**src/rtl/ddr_rx_pkg.sv**
```systemverilog
// Shared constants for the HDR-DDR receive path.
// Holds the rx mode codes (also used by rx and the engine FSM), the sequencer
// state encoding and the transfer error codes.
package ddr_rx_pkg;

    localparam int unsigned MODE_W  = 4;
    localparam int unsigned STATE_W = 4;
    localparam int unsigned ERR_W   = 3;

    // rx mode codes
    localparam logic [MODE_W-1:0] MODE_PREAMBLE    = 4'd0;
    localparam logic [MODE_W-1:0] MODE_DESER_BYTE  = 4'd3;
    localparam logic [MODE_W-1:0] MODE_CHECK_TOKEN = 4'd4;
    localparam logic [MODE_W-1:0] MODE_CHECK_PAR   = 4'd5;
    localparam logic [MODE_W-1:0] MODE_CHECK_CRC   = 4'd6;
    localparam logic [MODE_W-1:0] MODE_ERROR       = 4'd7;
    localparam logic [MODE_W-1:0] MODE_IDLE        = 4'd15;

    // transfer error codes
    localparam logic [ERR_W-1:0] ERR_NONE     = 3'd0;
    localparam logic [ERR_W-1:0] ERR_PREAMBLE = 3'd1;
    localparam logic [ERR_W-1:0] ERR_PARITY   = 3'd2;
    localparam logic [ERR_W-1:0] ERR_TOKEN    = 3'd3;
    localparam logic [ERR_W-1:0] ERR_CRC      = 3'd4;
    localparam logic [ERR_W-1:0] ERR_TIMEOUT  = 3'd5;
    localparam logic [ERR_W-1:0] ERR_OVERRUN  = 3'd6;

    typedef enum logic [STATE_W-1:0] {
        ST_IDLE     = 4'd0,
        ST_PRE_1    = 4'd1,
        ST_PRE_0    = 4'd2,
        ST_BYTE_MSB = 4'd3,
        ST_BYTE_LSB = 4'd4,
        ST_PARITY   = 4'd5,
        ST_TOKEN    = 4'd6,
        ST_CRC      = 4'd7,
        ST_ERR      = 4'd8,
        ST_DONE     = 4'd9
    } state_e;

endpackage

```
**src/rtl/ddr_rx_watchdog.sv**
```systemverilog
// Per-mode watchdog: clear/enable counter that pulses expire for one cycle
// once TIMEOUT_CYCLES enabled cycles have elapsed since the last clear.
// Ports: i_sys_clk, i_sys_rst (async, active-high), clr (restart count),
//        en (count this cycle), expire (one-cycle timeout pulse).
module ddr_rx_watchdog #(
    parameter int unsigned TIMEOUT_W      = 10,
    parameter int unsigned TIMEOUT_CYCLES = 1000
) (
    input  logic i_sys_clk,
    input  logic i_sys_rst,
    input  logic clr,
    input  logic en,
    output logic expire
);

    localparam logic [TIMEOUT_W-1:0] CNT_LAST  = TIMEOUT_W'(TIMEOUT_CYCLES - 1);
    localparam logic [TIMEOUT_W-1:0] CNT_LIMIT = TIMEOUT_W'(TIMEOUT_CYCLES);

    logic [TIMEOUT_W-1:0] cnt;

    // Counter parks at the limit so expire fires only once per clear
    always_ff @(posedge i_sys_clk or posedge i_sys_rst) begin
        if (i_sys_rst) begin
            cnt    <= '0;
            expire <= 1'b0;
        end else if (clr) begin
            cnt    <= '0;
            expire <= 1'b0;
        end else begin
            expire <= en && (cnt == CNT_LAST);
            if (en && (cnt != CNT_LIMIT)) begin
                cnt <= cnt + TIMEOUT_W'(1);
            end
        end
    end

endmodule

```
**src/rtl/ddr_rx_sequencer.sv**
```systemverilog
// Sequences the HDR-DDR rx datapath through its modes for one read transfer:
// preamble pairs, data words (MSB, LSB, parity) and the closing token/CRC.
// Counts data words, latches the first error and drives rx into ERROR mode.
// Ports: i_sys_clk/i_sys_rst; engine start/abort/word_count in, done/error/
//        error_code out; rx mode_done/pre/error in, rx_en/rx_mode out;
//        o_busy and o_word_cnt status.
module ddr_rx_sequencer
    import ddr_rx_pkg::*;
#(
    parameter int unsigned WORD_CNT_W     = 8,
    parameter int unsigned TIMEOUT_W      = 10,
    parameter int unsigned TIMEOUT_CYCLES = 1000
) (
    input  logic                  i_sys_clk,
    input  logic                  i_sys_rst,
    input  logic                  i_engine_start,
    input  logic                  i_engine_abort,
    input  logic [WORD_CNT_W-1:0] i_engine_word_count,
    input  logic                  i_rx_mode_done,
    input  logic                  i_rx_pre,
    input  logic                  i_rx_error,
    output logic                  o_rx_en,
    output logic [MODE_W-1:0]     o_rx_mode,
    output logic                  o_busy,
    output logic [WORD_CNT_W-1:0] o_word_cnt,
    output logic                  o_engine_done,
    output logic                  o_engine_error,
    output logic [ERR_W-1:0]      o_engine_error_code
);

    state_e                state, state_d;
    logic                  p1, p1_d;
    logic                  blank;
    logic                  done_ok;
    logic                  expire;
    logic                  err_hit;
    logic [ERR_W-1:0]      err_new;
    logic [WORD_CNT_W-1:0] word_cnt_d;
    logic [ERR_W-1:0]      code_d;
    logic                  rx_en_d, busy_d, done_d, error_d;
    logic [MODE_W-1:0]     mode_d;

    // Watchdog restarts on every state change
    ddr_rx_watchdog #(
        .TIMEOUT_W      (TIMEOUT_W),
        .TIMEOUT_CYCLES (TIMEOUT_CYCLES)
    ) u_watchdog (
        .i_sys_clk (i_sys_clk),
        .i_sys_rst (i_sys_rst),
        .clr       (state_d != state),
        .en        (o_rx_en),
        .expire    (expire)
    );

    // State register plus transfer bookkeeping
    always_ff @(posedge i_sys_clk or posedge i_sys_rst) begin
        if (i_sys_rst) begin
            state               <= ST_IDLE;
            p1                  <= 1'b0;
            blank               <= 1'b0;
            o_word_cnt          <= '0;
            o_engine_error_code <= ERR_NONE;
        end else begin
            state               <= state_d;
            p1                  <= p1_d;
            blank               <= (state_d != state);
            o_word_cnt          <= word_cnt_d;
            o_engine_error_code <= code_d;
        end
    end

    // Next state; rx still shows the previous mode's done in the first
    // cycle of each state, so done is blanked then
    always_comb begin
        state_d    = state;
        p1_d       = p1;
        word_cnt_d = o_word_cnt;
        code_d     = o_engine_error_code;
        err_hit    = 1'b0;
        err_new    = ERR_NONE;
        done_ok    = i_rx_mode_done && !blank;

        if (i_engine_abort) begin
            state_d = ST_IDLE;
        end else if (state == ST_IDLE) begin
            if (i_engine_start) begin
                state_d    = ST_PRE_1;
                word_cnt_d = '0;
                code_d     = ERR_NONE;
            end
        end else if (state == ST_DONE) begin
            state_d = ST_IDLE;
        end else if (done_ok) begin
            case (state)
                ST_PRE_1: begin
                    p1_d    = i_rx_pre;
                    state_d = ST_PRE_0;
                end
                ST_PRE_0: begin
                    case ({p1, i_rx_pre})
                        2'b10: begin
                            if (o_word_cnt < i_engine_word_count) begin
                                state_d = ST_BYTE_MSB;
                            end else begin
                                err_hit = 1'b1;
                                err_new = ERR_OVERRUN;
                            end
                        end
                        2'b01:   state_d = ST_TOKEN;
                        default: begin
                            err_hit = 1'b1;
                            err_new = ERR_PREAMBLE;
                        end
                    endcase
                end
                ST_BYTE_MSB: state_d = ST_BYTE_LSB;
                ST_BYTE_LSB: state_d = ST_PARITY;
                ST_PARITY: begin
                    if (i_rx_error) begin
                        err_hit = 1'b1;
                        err_new = ERR_PARITY;
                    end else begin
                        state_d = ST_PRE_1;
                        if (o_word_cnt != '1) begin
                            word_cnt_d = o_word_cnt + WORD_CNT_W'(1);
                        end
                    end
                end
                ST_TOKEN: begin
                    if (i_rx_error) begin
                        err_hit = 1'b1;
                        err_new = ERR_TOKEN;
                    end else begin
                        state_d = ST_CRC;
                    end
                end
                ST_CRC: begin
                    if (i_rx_error) begin
                        err_hit = 1'b1;
                        err_new = ERR_CRC;
                    end else begin
                        state_d = ST_DONE;
                    end
                end
                ST_ERR:  state_d = ST_DONE;
                default: state_d = ST_IDLE;
            endcase
        end else if (expire) begin
            if (state == ST_ERR) begin
                state_d = ST_DONE;
                if (o_engine_error_code == ERR_NONE) begin
                    code_d = ERR_TIMEOUT;
                end
            end else begin
                err_hit = 1'b1;
                err_new = ERR_TIMEOUT;
            end
        end

        // Only the first error of a transfer is kept
        if (err_hit) begin
            state_d = ST_ERR;
            if (o_engine_error_code == ERR_NONE) begin
                code_d = err_new;
            end
        end
    end

    // Output decode from the next state, registered below
    always_comb begin
        rx_en_d = 1'b1;
        mode_d  = MODE_IDLE;
        case (state_d)
            ST_PRE_1, ST_PRE_0:       mode_d = MODE_PREAMBLE;
            ST_BYTE_MSB, ST_BYTE_LSB: mode_d = MODE_DESER_BYTE;
            ST_PARITY:                mode_d = MODE_CHECK_PAR;
            ST_TOKEN:                 mode_d = MODE_CHECK_TOKEN;
            ST_CRC:                   mode_d = MODE_CHECK_CRC;
            ST_ERR:                   mode_d = MODE_ERROR;
            default: begin
                rx_en_d = 1'b0;
                mode_d  = MODE_IDLE;
            end
        endcase
        busy_d  = (state_d != ST_IDLE);
        done_d  = (state_d == ST_DONE);
        error_d = done_d && (code_d != ERR_NONE);
    end

    always_ff @(posedge i_sys_clk or posedge i_sys_rst) begin
        if (i_sys_rst) begin
            o_rx_en        <= 1'b0;
            o_rx_mode      <= MODE_IDLE;
            o_busy         <= 1'b0;
            o_engine_done  <= 1'b0;
            o_engine_error <= 1'b0;
        end else begin
            o_rx_en        <= rx_en_d;
            o_rx_mode      <= mode_d;
            o_busy         <= busy_d;
            o_engine_done  <= done_d;
            o_engine_error <= error_d;
        end
    end

endmodule
```
**config.mk**
```make
export PLATFORM = sky130hd
export DESIGN_NAME = ddr_rx_sequencer
export DESIGN_NICKNAME = d
export VERILOG_FILES = /design/src/rtl/ddr_rx_pkg.sv /design/src/rtl/ddr_rx_watchdog.sv /design/src/rtl/ddr_rx_sequencer.sv
export SDC_FILE = /design/constraint.sdc
export NUM_CORES = 1
export LEC_CHECK = 0
export ABC_AREA = 1
export BUFFER_PORTS_ARGS = -buffer_cell sky130_fd_sc_hd__buf_2
export CORE_UTILIZATION = 40
export CTS_BUF_LIST = sky130_fd_sc_hd__clkbuf_8
export CTS_CLUSTER_DIAMETER = 40
export CTS_CLUSTER_SIZE = 14
export DETAILED_ROUTE_END_ITERATION = 10
export SETUP_SLACK_MARGIN = 0.15
export SLEW_MARGIN = 0
export SYNTH_ARGS = -nofsm -noshare
export SYNTH_HDL_FRONTEND = slang
export SYNTH_SLANG_ARGS = --single-unit
```
**constraint.sdc**
```tcl
create_clock -name i_sys_clk -period 4.15 [get_ports i_sys_clk]
set_input_delay 0.2075 -clock i_sys_clk [delete_from_list [all_inputs] [get_ports i_sys_clk]]
set_output_delay 0.2075 -clock i_sys_clk [all_outputs]
set_load 0.1 [all_outputs]
```
* After elaboration in Yosys (flattened, before gate mapping) *
Index checks and enable logic that the tools add are counted.

operators by class
  add/subtract/negate cells = 2
  magnitude comparators = 1
  equality and inequality tests = 27
  muxes and demuxes = 58
  bitwise operators = 3
  reduce and logical (&&, ||, !) cells = 19

operator list
  cell                                                                    number
  8-bit two-way mux                                                       7
  3-bit two-way mux                                                       18
  4-bit two-way mux                                                       12
  4-bit by 3-bit equality test with 1-bit output (second input constant)  8
  4-bit case mux with 8 select lines                                      1
  4-bit case mux with 6 select lines                                      1
  10-bit two-way mux                                                      2
  4-bit by 2-bit equality test with 1-bit output (second input constant)  4
  4-bit equality test (second input constant)                             4
  3-bit case mux with 4 select lines                                      1
  10-bit by 1-bit adder with 10-bit output (second input constant)        1
  10-bit equality test (second input constant)                            1
  1-bit two-way mux                                                       10
  10-bit != test (second input constant)                                  1
  8-bit by 1-bit adder with 8-bit output (second input constant)          1
  4-bit by 1-bit equality test with 1-bit output (second input constant)  2
  8-bit < comparator                                                      1
  8-bit != test (second input constant)                                   1
  4-bit case mux with 2 select lines                                      1
  2-bit nonzero test                                                      4
  8-bit OR reduction                                                      1
  7-bit AND reduction                                                     1
  3-bit case mux with 2 select lines                                      1
  5-bit AND reduction                                                     1
  16 further kinds                                                        25

word-level totals
  register bits = 36
  word-level logic and storage cells = 122

* Logic depth before layout (Yosys ltp) *
  depth in word-level cells = 12
  gate-level depth with buffers = 20
  gate-level depth less buffers = 19

* Modules after synthesis *
From an unflattened synthesis, not the netlist that was laid out.

unflattened totals
  cells, all modules = 356
  area, all modules = 2,610.0 um^2

by module, submodules not included
  module            instances  cells each  area each (um^2)
  ddr_rx_sequencer  1          263         1,925.6
  ddr_rx_watchdog   1          93          684.4

* Worst setup path after synthesis *
Ideal clock, no wire load.

  path kind = reg2reg
  start = register o_word_cnt[7]
  end = register u_watchdog.expire
  setup time = 0.069 ns
  arrival time = 2.588 ns
  data required time = 4.081 ns
  setup slack = 1.492 ns
  cell stages (with the launch flop) = 19
  path buffers = 1
  period minus slack after synthesis = 2.658 ns
  cells stage by stage = dfrtp_1 > ha_1 > nand2_1 > inv_1 > nor2_1 > o21a_1 > nand3_1 > nand2_1 > nand2_1 > nand2_4 > inv_2 > nor2_4 > nand2_4 > inv_2 > nand2_1 > nand2_1 > nand2_2 > buf_6 > nor2_2

between the ends
  word-level cells in the longest chain between the ends = 11
  elaborated cells on any way between the ends = 18
  classes of those cells = order compare (1); eq/ne (1); mux (16)

RTL lines
  item                                                                                             line                     source
  start: declaration                                                                               ddr_rx_sequencer.sv:25   output logic [WORD_CNT_W-1:0] o_word_cnt,
  start signal: assignment                                                                         ddr_rx_sequencer.sv:67   o_word_cnt <= word_cnt_d;
  8-bit < comparator (*)                                                                           ddr_rx_sequencer.sv:102  if (o_word_cnt < i_engine_word_count) begin
  4-bit two-way mux / 1-bit two-way mux (equally long branches)                                    ddr_rx_sequencer.sv:102
  4-bit case mux with 2 select lines / 1-bit case mux with 2 select lines (equally long branches)  ddr_rx_sequencer.sv:100  case ({p1, i_rx_pre})
  4-bit case mux with 8 select lines / 1-bit case mux with 2 select lines (equally long branches)  ddr_rx_sequencer.sv:94   case (state)
  4-bit two-way mux / 1-bit two-way mux (equally long branches)                                    ddr_rx_sequencer.sv:93   end else if (done_ok) begin
  4-bit two-way mux / 1-bit two-way mux (equally long branches)                                    ddr_rx_sequencer.sv:91   end else if (state == ST_DONE) begin
  4-bit two-way mux / 1-bit two-way mux (equally long branches)                                    ddr_rx_sequencer.sv:85   end else if (state == ST_IDLE) begin
  4-bit two-way mux / 1-bit two-way mux (equally long branches)                                    ddr_rx_sequencer.sv:83   if (i_engine_abort) begin
  4-bit two-way mux (*)                                                                            ddr_rx_sequencer.sv:161  if (err_hit) begin
  net state_d[0]                                                                                   ddr_rx_sequencer.sv:31   state_e state, state_d;
  4-bit != test (*)                                                                                ddr_rx_sequencer.sv:50   .clr (state_d != state),
  net u_watchdog.clr                                                                               ddr_rx_watchdog.sv:11    input logic clr,
  1-bit two-way mux (*)                                                                            ddr_rx_watchdog.sv:26    end else if (clr) begin
  end signal: assignment                                                                           ddr_rx_watchdog.sv:30    expire <= en && (cnt == CNT_LAST);
  end: declaration                                                                                 ddr_rx_watchdog.sv:13    output logic expire

Mark *: on every way through the listed nets, which the timed path passes. The rest lies on a longest branch.
A chain may end at the register's enable or synchronous reset.

* Worst setup path after layout *
  start = register o_word_cnt[7]
  end = register u_watchdog.cnt[8]

between the ends
  word-level cells in the longest chain between the ends = 11
  elaborated cells on any way between the ends = 19
  classes of those cells = order compare (1); eq/ne (1); mux (16); reduce/logical (1)

RTL lines
  item                                                                                             line                     source
  8-bit < comparator (*)                                                                           ddr_rx_sequencer.sv:102
  4-bit two-way mux / 1-bit two-way mux (equally long branches)                                    ddr_rx_sequencer.sv:102
  4-bit case mux with 2 select lines / 1-bit case mux with 2 select lines (equally long branches)  ddr_rx_sequencer.sv:100
  4-bit case mux with 8 select lines / 1-bit case mux with 2 select lines (equally long branches)  ddr_rx_sequencer.sv:94
  4-bit two-way mux / 1-bit two-way mux (equally long branches)                                    ddr_rx_sequencer.sv:93
  4-bit two-way mux / 1-bit two-way mux (equally long branches)                                    ddr_rx_sequencer.sv:91
  4-bit two-way mux / 1-bit two-way mux (equally long branches)                                    ddr_rx_sequencer.sv:85
  4-bit two-way mux / 1-bit two-way mux (equally long branches)                                    ddr_rx_sequencer.sv:83
  4-bit two-way mux (*)                                                                            ddr_rx_sequencer.sv:161
  4-bit != test (*)                                                                                ddr_rx_sequencer.sv:50
  10-bit two-way mux / 2-bit nonzero test (equally long branches)                                  -
  end signal: assignment                                                                           ddr_rx_watchdog.sv:32    cnt <= cnt + TIMEOUT_W'(1);
  end: declaration                                                                                 ddr_rx_watchdog.sv:19    logic [TIMEOUT_W-1:0] cnt;

Every way passes the cells marked *; elsewhere a longest branch is shown, timed or not.

==> impl_results.md <==
- Area occupied by multi-input gates: between 0.001 and 0.0015 sq mm
- Mean post-synth cell area: 7.43 sq um
- DP HPWL: 3960 um
- Critical Path, Cell by Cell: ha_1 -> nand2_1 -> inv_1 -> nor2_1 -> o21a_1 -> nand3_1 -> nand2_1 -> nand2_1 -> nand2_4 -> nand2_1 -> nor2_2 -> nand2_1 -> nand2_1 -> nand2_1 -> nor2_2 -> nand2_2 -> nor2_1
- Most used cell, CP: nand2_1
- Hold buffers post-CTS: 0
- Clk sinks: 36
- Period Utilization, post-route: approximately three fifths
- Data required time of the worst path: 4.36 ns
- Die Area: roughly 0.0063 sq mm
- Most frequent cell after synthesis: nand2_1
- Initial drt markers: just over 70
- Worst Tran Pin Value: ~0.49 ns
- Initial antenna violation count: 0
- Number of CTS-inserted buffers: 5
- Worst setup path class: reg -> reg
- Register area: around 910 sq um
- Max incr delay on CP: 0.41 ns
- Global placement routability congestion: 0.825
- Distinct cell type count of the synthesized netlist: 33
- Placed inst area: between 0.002 and 0.003 sq mm
- Nets: just under 400
- Global-route usage over all layers: 18.1%
- CTS clock-pin slew for the worst setup and hold paths: 0.08 ns
- Setup TNS: 0 ns
- Status: finished clean
- Slowest CP cell: dfrtp_1
- Sequential-to-total area share from yosys stat: a little under two fifths
- Startpoint Class: flop
- Crit-path max FO: 12
- Final Setup Violations: 0
- Drt via density: about 4.9
- Antenna diodes: 0
- Final slew viol count: 0
- Hold Worst Slack: 0.0210 ns
- Pre-Repair DR Iteration Count: 4
- Chip width: 79.5 um
- Synth Warn #: 0
- Final Power: between 1.5 and 2 mW
- Area share of the largest cell type after synthesis: 33.4%
- Max_slew headroom: 67.6%
- Skew-Pair Late Insertion Delay: 0.29 ns
- Initial core utilization: 42.6%
- H-tree levels: 2
- Synth Register Bits: 36
- Drt wl/cell: between 10 and 15 um
- Post-Synthesis Cells: about 320
- Peak VDD IR: 0.426 mV
- Detailed-route wire length: around 5200 um
- Row count: 27
- Dpl cells: approximately 430
- Post CTS Setup Buffer Count: 0
- Input/output buffers: 33
- FILL cells: 570
- Max clock buf depth: 2
- Post-synth EDFFs: 0
- Layout area overhead: 15.0%
- Top cells by area, synth: dfrtp_1 33%, nand2_1 11%, inv_1 7.3%
- DR vias: roughly 2100
- PwrDens: 677 mW/mm^2
- RSZ-0062 raised after global routing: false
- Total of max-cap violations: 0
- Syn nets: between 300 and 400
- Hold Violations, Final: 0
- Pleak: around 1.4 nW
- Arrival @ worst endpoint: between 2 and 3 ns
- Largest net degree at the start of global routing: 37
- Overflow after GRT: 0
- Most used DFF post-synth: dfrtp_1
- CTS tree: yes
- PostCTS Resize Cnt: 0
- Post-layout min period: 2.54 ns
- Fmax: a little under 0.4 GHz
- Final Non-Filler Cells: 435
- # DRC: 0
- Number of routed nets with antenna violations: 0
- First-pass GRT wire length: between 8000 and 9000 um
- Post-route cell area: 0.00276 sq mm
- Fraction of registers with async set/reset: 100%
- Core area: between 0.005 and 0.006 sq mm
- Leading cell types by count after synthesis: 72 x nand2_1, 47 x inv_1, 32 x dfrtp_1
- Yosys top cell by area: dfrtp_1
- Post-Syn Area: around 0.0024 sq mm
- Skew final: between 0.007 and 0.008 ns
- Number of global-route vias before repair: approximately 2000
- Share of post-route cells with drive strength above 1: 23.7%
- Root Buffer: clkbuf_8
- Hold Path Class: in -> async
- Top Ports: 34
- Critical Path End Type: flop
- Die Span Y: ~79 um
-- registers in the layout (all words and copies together), names as in the netlist, 3 cells and up --
signal	cells
o_word_cnt	8
o_engine_error_code	3
state	4
o_rx_mode	4
u_watchdog.cnt	10
-- path summary, 6_finish.rpt --
kind	from	end	slack [ns]	depth (start not counted)
max in group asynchronous	i_sys_rst	o_rx_mode[2]	3.77	3
worst max register to register	o_word_cnt[7]	u_watchdog.cnt[8]	1.61	17
worst min register to register	p1	p1	0.53	2
worst max-delay path	o_word_cnt[7]	u_watchdog.cnt[8]	1.61	17
worst min-delay path	i_sys_rst	o_engine_error_code[2]	0.02	3
min in group i_sys_clk	i_engine_start	o_word_cnt[3]	0.15	2
-- stage by stage --
| stage | worst slack, ns | utilization (%) |
|---|---|---|
| after floorplan | 1.49 | - |
| after global placement | 1.70 | 47.0 |
| after detailed placement | 1.65 | 47.0 |
| after CTS | 1.61 | 48.9 |
| after global routing | 1.28 | 48.9 |
| final | 1.61 | 48.9 |
-- cell usage in the layout, fill, tap and decap left out, drive strengths merged, types with 3 or more instances in the layout --
master	netlist	layout
xor2	6	6
o21ai	13	13
nand2	82	82
nand3	25	25
buf	2	35
a21oi	12	12
nor2	50	50
dfrtp	32	32
ha	12	12
dfstp	4	4
nand4	8	8
inv	53	53
a31oi	3	3
clkbuf	1	5
nor3	7	7
-- worst max-delay path: cells and delay by family, from the launching register on --
kind                     cells  cell delay, ns
AND/OR/NAND/NOR             14            1.54
AO/OA/AOI/OAI                1            0.17
buffers and inverters        1            0.03
flip-flops                   1            0.41
adder cells (fa/ha/maj)      1            0.29
-- where the power goes --
group / switching (mW) / leakage (nW) / internal, mW
registers: 0.0632 / 0.474 / 0.440
clock network: 0.131 / 0.0541 / 0.178
logic: 0.822 / 0.892 / 0.237
total: 1.02 / 1.42 / 0.854
-- area by class of cell --
class / count / area share [%]
clock inverters: 3 / 1.54
repair buffers: 35 / 6.53
inverters: 53 / 7.21
well taps: 72 / 3.26
flip-flops and latches: 36 / 32.8
multi-input cells: 231 / 46.1
clock buffers: 5 / 2.49
-- logic make-up after synthesis --
family,count (synthesis),share of synthesized area (%)
compound gates,34,8.08
xor+xnor,8,2.92
fa+ha+maj,12,6.25
buf+inv,56,9.22
flops,36,37.7
simple gates,177,35.8
-- metal layers --
layer	vias to the layer above	global-route usage, %	wire [um]
li1	1113	-	-
met1	967	22.9	2510
met2	42	30.3	2370
met3	8	3.89	199
met4	0	6.36	82
met5	-	0	0
(Power assumes the default switching activity.)
